**config.mk**
```make
export PLATFORM = sky130hd
export DESIGN_NAME = controller
export DESIGN_NICKNAME = d
export VERILOG_FILES = /design/src/rtl/controller.sv
export SDC_FILE = /design/constraint.sdc
export NUM_CORES = 1
export LEC_CHECK = 0
export ABC_AREA = 1
export BUFFER_PORTS_ARGS = -buffer_cell sky130_fd_sc_hd__buf_2
export CORE_AREA = 2 2 39 41
export DETAILED_ROUTE_END_ITERATION = 16
export DIE_AREA = 0 0 41 43
export GPL_TIMING_DRIVEN = 0
export MAX_ROUTING_LAYER = met4
export PLACE_DENSITY = 0.51
export SLEW_MARGIN = 20
export SYNTH_ARGS = -nofsm -noshare
export SYNTH_HDL_FRONTEND = slang
export SYNTH_SLANG_ARGS = --single-unit
```
**constraint.sdc**
```tcl
create_clock -name clk -period 3.7 [get_ports clk]
set_input_delay 0.74 -clock clk [delete_from_list [all_inputs] [get_ports clk]]
set_output_delay 0.74 -clock clk [all_outputs]
set_load 0.05 [all_outputs]
```
**src/rtl/controller.sv**
```systemverilog
// Purpose: sequencing controller for an 8-phase accumulator CPU with a halt state.
// Latency: one phase per clock; all outputs decode the current state, opcode and zero.
// Backpressure: none; the phase sequence free-runs until HLT or reset.
module controller (
  input  logic       clk,
  input  logic       rst,
  input  logic [2:0] opcode,
  input  logic       zero,
  output logic       sel,
  output logic       rd,
  output logic       ld_ir,
  output logic       inc_pc,
  output logic       ld_pc,
  output logic       ld_ac,
  output logic       wr,
  output logic       data_e,
  output logic       halt,
  output logic [2:0] phase
);

  localparam logic [2:0] OP_HLT = 3'b000;
  localparam logic [2:0] OP_SKZ = 3'b001;
  localparam logic [2:0] OP_ADD = 3'b010;
  localparam logic [2:0] OP_AND = 3'b011;
  localparam logic [2:0] OP_XOR = 3'b100;
  localparam logic [2:0] OP_LDA = 3'b101;
  localparam logic [2:0] OP_STO = 3'b110;
  localparam logic [2:0] OP_JMP = 3'b111;

  // Bit 3 is the halt flag; the low three bits are the visible phase, so
  // HALTED reads back as phase 0 while staying distinct from INST_ADDR.
  typedef enum logic [3:0] {
    S_INST_ADDR  = 4'd0,
    S_INST_FETCH = 4'd1,
    S_INST_LOAD  = 4'd2,
    S_IDLE       = 4'd3,
    S_OP_ADDR    = 4'd4,
    S_OP_FETCH   = 4'd5,
    S_ALU_OP     = 4'd6,
    S_STORE      = 4'd7,
    S_HALTED     = 4'd8
  } state_e;

  state_e state_q;
  state_e state_d;
  logic   aluop;

  assign aluop = (opcode == OP_ADD) || (opcode == OP_AND) ||
                 (opcode == OP_XOR) || (opcode == OP_LDA);

  assign phase = state_q[2:0];

  // Next phase: wrap through all eight phases; HLT seen at OP_ADDR parks in HALTED.
  always_comb begin
    state_d = state_q;
    if (state_q == S_HALTED) begin
      state_d = S_HALTED;
    end else if ((state_q == S_OP_ADDR) && (opcode == OP_HLT)) begin
      state_d = S_HALTED;
    end else begin
      state_d = state_e'({1'b0, state_q[2:0] + 3'd1});
    end
  end

  // State register; reset drops straight back to INST_ADDR from any state.
  always_ff @(posedge clk or negedge rst) begin
    if (!rst) begin
      state_q <= S_INST_ADDR;
    end else begin
      state_q <= state_d;
    end
  end

  // Output decode; opcode only matters from OP_ADDR onward, zero only for SKZ in ALU_OP.
  always_comb begin
    sel    = 1'b0;
    rd     = 1'b0;
    ld_ir  = 1'b0;
    inc_pc = 1'b0;
    ld_pc  = 1'b0;
    ld_ac  = 1'b0;
    wr     = 1'b0;
    data_e = 1'b0;
    halt   = 1'b0;
    unique case (state_q)
      S_INST_ADDR: begin
        sel = 1'b1;
      end
      S_INST_FETCH: begin
        sel = 1'b1;
        rd  = 1'b1;
      end
      S_INST_LOAD, S_IDLE: begin
        sel   = 1'b1;
        rd    = 1'b1;
        ld_ir = 1'b1;
      end
      S_OP_ADDR: begin
        inc_pc = 1'b1;
        halt   = (opcode == OP_HLT);
      end
      S_OP_FETCH: begin
        rd = aluop;
      end
      S_ALU_OP: begin
        rd     = aluop;
        inc_pc = (opcode == OP_SKZ) && zero;
        ld_pc  = (opcode == OP_JMP);
        data_e = (opcode == OP_STO);
      end
      S_STORE: begin
        rd     = aluop;
        ld_ac  = aluop;
        ld_pc  = (opcode == OP_JMP);
        wr     = (opcode == OP_STO);
        data_e = (opcode == OP_STO);
      end
      S_HALTED: begin
        halt = 1'b1;
      end
      default: begin
        sel = 1'b0;
      end
    endcase
  end

endmodule

```
## After elaboration in Yosys (flattened, before gate mapping)

Index checks and enable logic that the tools add are counted.

| storage, ports and cells | value |
|---|---|
| register bits after elaboration | 4 |
| input bits | 6 |
| output and inout port bits | 12 |
| logic and storage cells | 40 |

| cells by class | value |
|---|---|
| add/subtract/negate cells | 1 |
| equal/unequal tests | 15 |
| muxes and demuxes | 11 |
| reductions and logical operators | 12 |

Operator list:

| operator | count |
|---|---|
| equality test 4 x 3 -> 1 bit, second input constant | 4 |
| equality test 3 bit, second input constant | 4 |
| equality test 4 x 2 -> 1 bit, second input constant | 2 |
| two-way mux 4 bit | 2 |
| equality test 3 x 2 -> 1 bit, second input constant | 2 |
| two-way mux 1 bit | 6 |
| case mux 1 bit (2 select lines) | 3 |
| OR reduction 3 bit | 2 |
| equality test 4 x 1 -> 1 bit, second input constant | 1 |
| equality test 4 bit, second input constant | 1 |
| zero test 4 bit | 1 |
| OR reduction 2 bit | 2 |
| OR reduction 4 bit | 1 |
| adder 3 x 1 -> 3 bit, second input constant | 1 |
| equality test 3 x 1 -> 1 bit, second input constant | 1 |
| zero test 3 bit | 1 |
| logical OR 1 bit | 3 |
| logical AND 1 bit | 2 |

## Depth between registers and ports, before layout

| depth | value |
|---|---|
| depth in word-level cells | 5 |
| mapped depth | 6 |
| mapped depth without buffers | 6 |

## Worst setup path before layout

Ideal clock, no wire load.

| path | value |
|---|---|
| path type | input-to-output |
| start | in opcode[2] |
| end | out inc_pc |
| arrival | 1969 ps |
| required time | 2960 ps |
| path slack | 991 ps |
| stages | 3 |
| path buffers | 0 |
| path through | inv_1 > nand3_1 > o21ai_0 |

| between the ends | value |
|---|---|
| longest elaborated chain between the ends | 3 |

Ends and longest elaborated chain:

| item | line | RTL |
|---|---|---|
| from (decl) | 7 | `input logic [2:0] opcode,` |
| equality test 3 x 1 -> 1 bit | 107 | `inc_pc = (opcode == OP_SKZ) && zero;` |
| logical AND 1 bit | 107 |  |
| case mux 1 bit (2 select lines) | 85 | `unique case (state_q)` |
| to (decl) | 12 | `output logic inc_pc,` |

No other way between the ends.

## Final worst setup path

| path | value |
|---|---|
| start | reg state_q[0] |
| end | out ld_pc |

| between the ends | value |
|---|---|
| longest elaborated chain between the ends | 3 |
| elaborated cells between the ends (all ways) | 4 |
| those cells by class | eq/ne: 2; mux: 1; reduce/logical: 1 |

Ends and longest elaborated chain:

| item | line | RTL |
|---|---|---|
| from (decl) | 44 | `state_e state_q;` |
| from (signal assigned) | 70 | `state_q <= state_d;` |
| equality test 4 x 3 -> 1 bit | 85 |  |
| OR reduction 2 bit (no source line) * | - |  |
| two-way mux 1 bit * | - |  |
| to (decl) | 13 | `output logic ld_pc,` |

Mark *: on every way between the ends. The rest lies on a longest branch, timed or not.

==> out/metrics.cfg <==
[synth]
ys_warn_count=0
syn_area_um2=350
syn_inst=50
syn_nets=60
synthDistinctLibCells=15
ys_seq_area_frac=0.286
synth-seq-cells=4
postSynthAreaPerCell_um2=7.01

[clock_tree]
clock_sinks=4
cts_made_buffers=3
h-tree-depth=1
post_cts_buffers=0
cts_hold_buffers=0
cts-root-buf=clkbuf_4
clock_path_buffers=2
cts_resized=0
path_clk_slew_ps=40
cts_tree=done
clk-insertion-delay-late_ps=230

[job]
cap_violations=0

[final_layout]
reg_top3=state_q: 4 flops
layout.nets=82
largest_reg_flops=4
drive_above_1_share=0.371
top_register=state_q
stdcell_count=86
diodes=0
syn2layout_area_growth_pct=36.4
stdcell_area_um2=478

[timing]
period_needed_ps=2330
period_share=0.630
rsz0062_at_grt=false
finalHoldViolations=0
clock_skew_ps=1.41
tightest_slew_ps=251
max_slew_margin=0.833
clock.fmax_mhz=429
tns_ps=0
finalSetupViolCount=0
drv_slew=0

[critical_path]
critical_path_required_ps=2960
startpoint=state_q[0]$_DFF_PN0_
crit_arrival_ps=1590
r2r_start=state_q[0]$_DFF_PN0_
crit_type=flop to output pin
r2r-end=state_q[0]$_DFF_PN0_
reg2reg_slack_ps=2500
cp_max_fo=5
reg2reg_depth=5
start_kind=flop
slowest_delay_ps=420
crit_chain=inv_1 -> ha_1 -> inv_1 -> nand2_1 -> nand2_1 -> nor3b_2 -> buf_2
endpoint_kind=output pin
cp_slowest_cell=dfrtp_1

[placement]
placed_area_um2=455
dp_hpwl_um=674
placed_cells=83
port_buffers=17
routabilityCongestion=0.711

[global_route]
antenna_found_initial=0
grt_remaining_overflow=0
grt_pass1_wl_um=1220
grtUsageTotal=0.106
grt_max_degree=7
first_global_vias=328

[floorplan]
die_w_um=41
start_util=0.253
rows=14
core-area_um2=1380
pin_count=18
chipHeight_um=43
die_area_um2=1760

[detailed_routing]
dr_total_vias=362
routedWlPerCell_um=9.05
route.final.wire_length_um=778
first_pass_iters=4
postRouteAntennaNets=0
drt_iter0_markers=9
routed_via_density=4.21
route.detailed.drc=0

[hold_path]
hp-class=primary input to asynchronous set/reset pin

[run_status]
status=finished, final reports clean

cell families after synthesis:
kind of cell / share of synthesized area
fa+ha+maj: 0.143
buf+inv: 0.150
simple gates: 0.343
flops: 0.286
compound gates: 0.0786
through the flow:
step	hold WS, ps	setup WS (ps)	util
after floorplan	444	991	-
after global placement	537	1470	0.329
after detailed placement	544	1490	0.329
after CTS	303	1320	0.345
after global routing	298	1210	0.345
final	308	1370	0.345
cell usage in the layout (no fill, tap or decap), types with 2 or more instances in the layout:
cell type	Yosys	routed
buf_2	0	17
nand2_1	11	11
inv_1	7	7
nor2_1	5	5
nor3_1	4	4
ha_1	4	4
dfrtp_1	4	4
nand3_1	3	3
buf_4	3	3
clkbuf_4	0	3
o21ai_0	2	2
o22ai_1	2	2
per-layer routing:
metal	part of all wire	vias to the layer above	wire [um]	track usage
met2	0.48	14	370	0.159
met4	0	0	0	0.0800
met5	0	-	0	-
met1	0.44	149	343	0.120
li1	-	199	-	-
met3	0.082	0	64	0.0157
synth_stat cells:
library cell | number | area [um2]
a21oi_1 | 1 | 5.00
and2_1 | 1 | 6.26
buf_4 | 3 | 22.5
dfrtp_1 | 4 | 100
ha_1 | 4 | 50.1
inv_1 | 7 | 26.3
inv_2 | 1 | 3.75
nand2_1 | 11 | 41.3
nand3_1 | 3 | 15.0
nor2_1 | 5 | 18.8
nor2_2 | 1 | 6.26
nor3_1 | 4 | 20.0
nor3b_2 | 1 | 12.5
o21ai_0 | 2 | 10.0
o22ai_1 | 2 | 12.5
layout make-up:
class | instances | area, um2
tap | 16 | 20.0
buffer | 3 | 22.5
fill | 166 | 906
sequential | 4 | 100
inverter | 8 | 30.0
multi-input combinational | 35 | 198
timing repair buffer | 17 | 85.1
clock buffer | 3 | 22.5
critical path, delay by kind of cell, from the launching register on:
family | cells | cell delay, ps
AND/OR/NAND/NOR | 3 | 340
flip-flops | 1 | 420
buffers and inverters | 3 | 420
adder cells (fa/ha/maj) | 1 | 170
how the worst max path moves through the flow:
stage             end
3_5_place_dp     halt
6_report        ld_pc
4_1_cts         ld_pc
5_1_grt            rd
2_1_floorplan  inc_pc
3_3_place_gp       rd
Power is left out: the tool's default activity adds up to more than one toggle a clock period on the data nets, which glitch-free logic cannot reach.
